===== src/rtl/uart_program_loader.sv =====
// rtl/uart_program_loader.sv - UART receiver that packs bytes into little-endian 32-bit program words
// Optional even-parity framing (8E1) is enabled by defining UART_PARITY_EN.
module uart_program_loader #(
   parameter int CLKS_PER_BIT = 868,
   parameter int TIMEOUT_BITS = 32
) (
   input  logic        clk,
   input  logic        reset,
   input  logic        io_rx,
   output logic        data_valid,
   output logic [31:0] data_out,
   output logic [31:0] byte_address,
   output logic        frame_error,
   output logic        busy
);

   localparam logic [15:0] HALF_BIT     = 16'(CLKS_PER_BIT / 2);
   localparam logic [15:0] FULL_BIT     = 16'(CLKS_PER_BIT - 1);
   localparam logic [31:0] TIMEOUT_LAST = 32'(TIMEOUT_BITS * CLKS_PER_BIT - 1);

   typedef enum logic [2:0] {
      IDLE,
      START,
      DATA,
`ifdef UART_PARITY_EN
      PARITY,
`endif
      STOP
   } state_t;

   state_t      state;
   logic        rx_meta;
   logic        rx_sync;
   logic        rx_prev;
   logic [15:0] bit_cnt;
   logic [2:0]  bit_idx;
   logic [7:0]  shift_reg;
   logic [1:0]  byte_idx;
   logic [23:0] word_buf;
   logic [31:0] addr_cnt;
   logic [31:0] timeout_cnt;
   logic        stop_wait;
`ifdef UART_PARITY_EN
   logic        parity_bad;
`endif

   assign busy = (state != IDLE) || (byte_idx != 2'd0);

   always_ff @(posedge clk) begin
      if (reset) begin
         state        <= IDLE;
         rx_meta      <= 1'b1;
         rx_sync      <= 1'b1;
         rx_prev      <= 1'b1;
         bit_cnt      <= '0;
         bit_idx      <= '0;
         shift_reg    <= '0;
         byte_idx     <= '0;
         word_buf     <= '0;
         addr_cnt     <= '0;
         timeout_cnt  <= '0;
         stop_wait    <= 1'b0;
         data_valid   <= 1'b0;
         data_out     <= '0;
         byte_address <= '0;
         frame_error  <= 1'b0;
`ifdef UART_PARITY_EN
         parity_bad   <= 1'b0;
`endif
      end else begin
         rx_meta     <= io_rx;
         rx_sync     <= rx_meta;
         rx_prev     <= rx_sync;
         data_valid  <= 1'b0;
         frame_error <= 1'b0;

         // A partial word left idle too long is dropped; leaving IDLE restarts the count
         if (state == IDLE && byte_idx != 2'd0) begin
            if (timeout_cnt == TIMEOUT_LAST) begin
               byte_idx    <= 2'd0;
               timeout_cnt <= '0;
            end else begin
               timeout_cnt <= timeout_cnt + 32'd1;
            end
         end else begin
            timeout_cnt <= '0;
         end

         case (state)
            IDLE: begin
               if (rx_prev && !rx_sync) begin
                  state   <= START;
                  bit_cnt <= HALF_BIT;
               end
            end
            START: begin
               if (bit_cnt != 16'd0) begin
                  bit_cnt <= bit_cnt - 16'd1;
               end else if (!rx_sync) begin
                  state   <= DATA;
                  bit_cnt <= FULL_BIT;
                  bit_idx <= 3'd0;
               end else begin
                  state <= IDLE;
               end
            end
            DATA: begin
               if (bit_cnt != 16'd0) begin
                  bit_cnt <= bit_cnt - 16'd1;
               end else begin
                  shift_reg <= {rx_sync, shift_reg[7:1]};
                  bit_cnt   <= FULL_BIT;
                  bit_idx   <= bit_idx + 3'd1;
                  if (bit_idx == 3'd7) begin
`ifdef UART_PARITY_EN
                     state <= PARITY;
`else
                     state <= STOP;
`endif
                  end
               end
            end
`ifdef UART_PARITY_EN
            PARITY: begin
               if (bit_cnt != 16'd0) begin
                  bit_cnt <= bit_cnt - 16'd1;
               end else begin
                  parity_bad <= ^{shift_reg, rx_sync};
                  bit_cnt    <= FULL_BIT;
                  state      <= STOP;
               end
            end
`endif
            STOP: begin
               if (stop_wait) begin
                  // Bad stop bit: hold here until the line returns high
                  if (rx_sync) begin
                     stop_wait <= 1'b0;
                     state     <= IDLE;
                  end
               end else if (bit_cnt != 16'd0) begin
                  bit_cnt <= bit_cnt - 16'd1;
               end else if (!rx_sync) begin
                  frame_error <= 1'b1;
                  stop_wait   <= 1'b1;
               end else
`ifdef UART_PARITY_EN
               if (parity_bad) begin
                  frame_error <= 1'b1;
                  state       <= IDLE;
               end else
`endif
               begin
                  state    <= IDLE;
                  byte_idx <= byte_idx + 2'd1;
                  case (byte_idx)
                     2'd0: word_buf[7:0]   <= shift_reg;
                     2'd1: word_buf[15:8]  <= shift_reg;
                     2'd2: word_buf[23:16] <= shift_reg;
                     2'd3: begin
                        data_out     <= {shift_reg, word_buf};
                        data_valid   <= 1'b1;
                        byte_address <= addr_cnt;
                        addr_cnt     <= addr_cnt + 32'd4;
                     end
                  endcase
               end
            end
            default: state <= IDLE;
         endcase
      end
   end

endmodule


===== config.mk =====
export PLATFORM = sky130hd
export DESIGN_NAME = uart_program_loader
export DESIGN_NICKNAME = d
export VERILOG_FILES = /design/src/rtl/uart_program_loader.sv
export SDC_FILE = /design/constraint.sdc
export NUM_CORES = 1
export LEC_CHECK = 0
export CORE_ASPECT_RATIO = 0.8
export CORE_MARGIN = 5
export CORE_UTILIZATION = 45
export DETAILED_ROUTE_END_ITERATION = 7
export DONT_BUFFER_PORTS = 1
export PLACE_DENSITY = 0.6
export SLEW_MARGIN = 10
export SYNTH_ARGS = -nofsm -noshare
export SYNTH_HDL_FRONTEND = slang
export SYNTH_SLANG_ARGS = --single-unit

===== constraint.sdc =====
create_clock -name clk -period 6 [get_ports clk]
set_clock_uncertainty 0.2 [all_clocks]
set_input_delay 1.5 -clock clk [delete_from_list [all_inputs] [get_ports clk]]
set_output_delay 1.5 -clock clk [all_outputs]
set_load 0.05 [all_outputs]

==> flow_summary.yaml <==
status:
  status: "completed"
routing:
  drt_wl_total_mm: 18.44
  dr_total_vias: 6470
  drc: 0
  first_pass_iters: 5
  drt_iter0_drc: 584
  antenna_left: 0
  post_drt_via_cell_ratio: 5.578
  wl_per_cell_um: 15.90
sta:
  hold_viol_final: 0
  slew_headroom_pct: 44.85
  tightest_slew_ns: 0.8248
  drv_slew: 0
  finalCritPeriodShare_pct: 60.19
  setup_tns_ns: 0
  rsz0062_at_grt: "no"
  final-setup-viol-count: 0
  finalCriticalPeriod_ns: 3.611
  timing.fmax_mhz: 276.9
run:
  cap_viol_max_count: 0
floorplan:
  die_x_um: 159.4
  start_util_pct: 46.10
  die_y_um: 129.5
  num_rows: 43
  io_pins: 70
  die-area_um2: 20650
  core_area_um2: 17430
worst_hold_path:
  hp-class: "reg -> reg"
  min_path_cells: 1
logic_synthesis:
  synth_cells: 958
  synth_cell_types: 59
  syn_avg_cell_area_um2: 8.389
  synth_edf_count: 0
  synth.ff_latch_count: 185
  synth_async_sr_flop_share_pct: 0
  yosys_most_used_dff: "dfxtp_1"
  synth_area_um2: 8036
  seq_area_frac_synth_pct: 46.08
  yosysWarnings: 0
placed_design:
  dp_hpwl_mm: 11.71
  placedInstanceArea_um2: 8063
  io_buffers: 0
  routabilityCongestion: 0.7833
cts:
  h-tree-depth: 4
  cts_tree: "built"
  clockBufferDepth: 2
  root_buffer: "clkbuf_16"
  post_cts.resized_instances: 0
  holdBufCountCts: 0
  clk_pin_slew_worst_paths_ns: 0.07
  cts_inserted_buffers: 17
  clock_sinks: 185
  cts_setup_buffers: 0
  clk_latency_ns: 0.43
global_route:
  grt_max_degree: 145
  antenna_found_initial: 0
  grt_overflow_total: 0
  grt_pass1_wl_mm: 30.20
  grt_pass1_vias: 5875
  track_usage_pct: 17.49
power_and_ir_drop:
  power_leakage_nw: 2.868
  ir_drop_mv: 0.1710
  p_per_area_nw_per_um2: 349.9
  power_mw: 3.047
cells_and_area:
  syn2layout_area_growth_pct: 8.345
  final_common_cell: "dfxtp_1"
  layout-drive-gt1-share_pct: 5.241
  fillers: 1718
  antenna_cells: 0
  reg.largest.list: "data_out (32), timeout_cnt (32)"
  finalInstanceArea_um2: 8707
  nets: 938
  final_cell_mix: "dfxtp_1, nand2_1, a21oi_1"
setup_path:
  worstSetupPathDepth: 3
  rr_worst_depth: 5
  cp_num_buf_inv: 1
  start_kind: "register"
  crit_path_max_incr_delay_ns: 0.55
  crit_path_top_delay_cell: "ha_1"
  cpLargestDelayFamily: "adder cells"
  crit_arrival_ns: 1.91
  worstSetupPathType: "reg -> out"
  cp_cell_sequence: "inv_1, ha_1, nand2_1"
  required_ns: 4.30
  end_kind: "output port"
  crit_fanout: 17
per-stage QoR:
step / hold slack [ns] / util (%) / cells / setup WS (ns)
floorplan: 0.1895 / - / 959 / 3.011
global placement: 0.1956 / 46.25 / 1128 / 2.660
detailed placement: 0.2045 / 46.25 / 1128 / 2.537
CTS: 0.2202 / 49.92 / 1160 / 2.359
global route: 0.2266 / 49.95 / 1160 / 2.200
finish: 0.2167 / 49.95 / 1160 / 2.389
cells in the mapped netlist (3+ instances only):
library cell	instances	area (um^2)
dfxtp_1	185	3704
a211oi_1	5	37.54
inv_1	28	105.1
xor2_1	11	96.34
clkbuf_1	46	172.7
nand2_1	166	623.1
nor2_1	67	251.5
a22oi_1	4	30.03
ha_1	13	162.7
or4_1	27	202.7
nor3_1	13	65.06
o31ai_1	20	150.1
o211ai_1	8	60.06
mux2i_1	24	240.2
xnor2_1	21	183.9
and2_1	6	37.54
a221o_1	4	40.04
and4_1	5	43.79
o41ai_1	3	26.28
buf_2	3	15.01
nor4_1	17	106.4
a21oi_1	115	575.6
nand3b_1	6	45.04
or2_2	6	37.54
o21ai_0	21	105.1
nand3_1	28	140.1
and3_1	7	43.79
nand2b_1	7	43.79
buf_6	7	78.83
nor4b_1	3	26.28
or3_1	19	118.9
nand4_1	27	168.9
routing by layer:
| metal | GRT usage [%] | share of wire [%] | wire length [um] | up-vias |
|---|---|---|---|---|
| met5 | 0 | 0 | 0 | - |
| met4 | 5.216 | 1.0 | 186 | 0 |
| met3 | 5.056 | 5.5 | 1009 | 16 |
| met2 | 25.30 | 43 | 7846 | 113 |
| met1 | 25.37 | 51 | 9399 | 3023 |
| li1 | - | - | - | 3318 |
layout make-up:
type | count | area, um^2 | share of cell area (%)
well taps | 225 | 281.5 | 3.233
inverters | 28 | 105.1 | 1.207
flip-flops and latches | 185 | 3704 | 42.53
clock inverters | 15 | 214.0 | 2.457
clock buffers | 17 | 425.4 | 4.886
repair buffers | 4 | 30.03 | 0.3449
multi-input cells | 686 | 3948 | 45.34
final timing paths:
path               from           end  slack [ns]
max            state[0]          busy        2.39
min             rx_meta       rx_sync        0.22
max reg2reg  bit_cnt[6]  addr_cnt[25]        2.46
min reg2reg     rx_meta       rx_sync        0.22
power by group:
group	internal (mW)	switching (mW)
Clock	0.613	0.569
Sequential	1.25	0.0276
Combinational	0.174	0.412
Total	2.04	1.01
worst register-to-register path, cell delays in order, from the launching register on:
cell	delay [ns]
dfxtp_1	0.36
or4_1	0.67
nor2_1	0.58
nand4_1	0.79
or4_1	0.73
a21oi_1	0.15
kinds of logic (layout without fill, tap and decap cells):
group	after synthesis	in the layout	synth area share, %
AND/OR/NAND/NOR	414	414	25.58
AO/OA/AOI/OAI	201	201	14.88
flip-flops	185	185	46.08
buffers and inverters	88	64	4.904
XOR/XNOR	32	32	3.487
multiplexers	24	24	2.989
adder cells (fa/ha/maj)	13	13	2.024
other	1	2	0.04666
No activity file was read; power rests on OpenSTA's default activity.
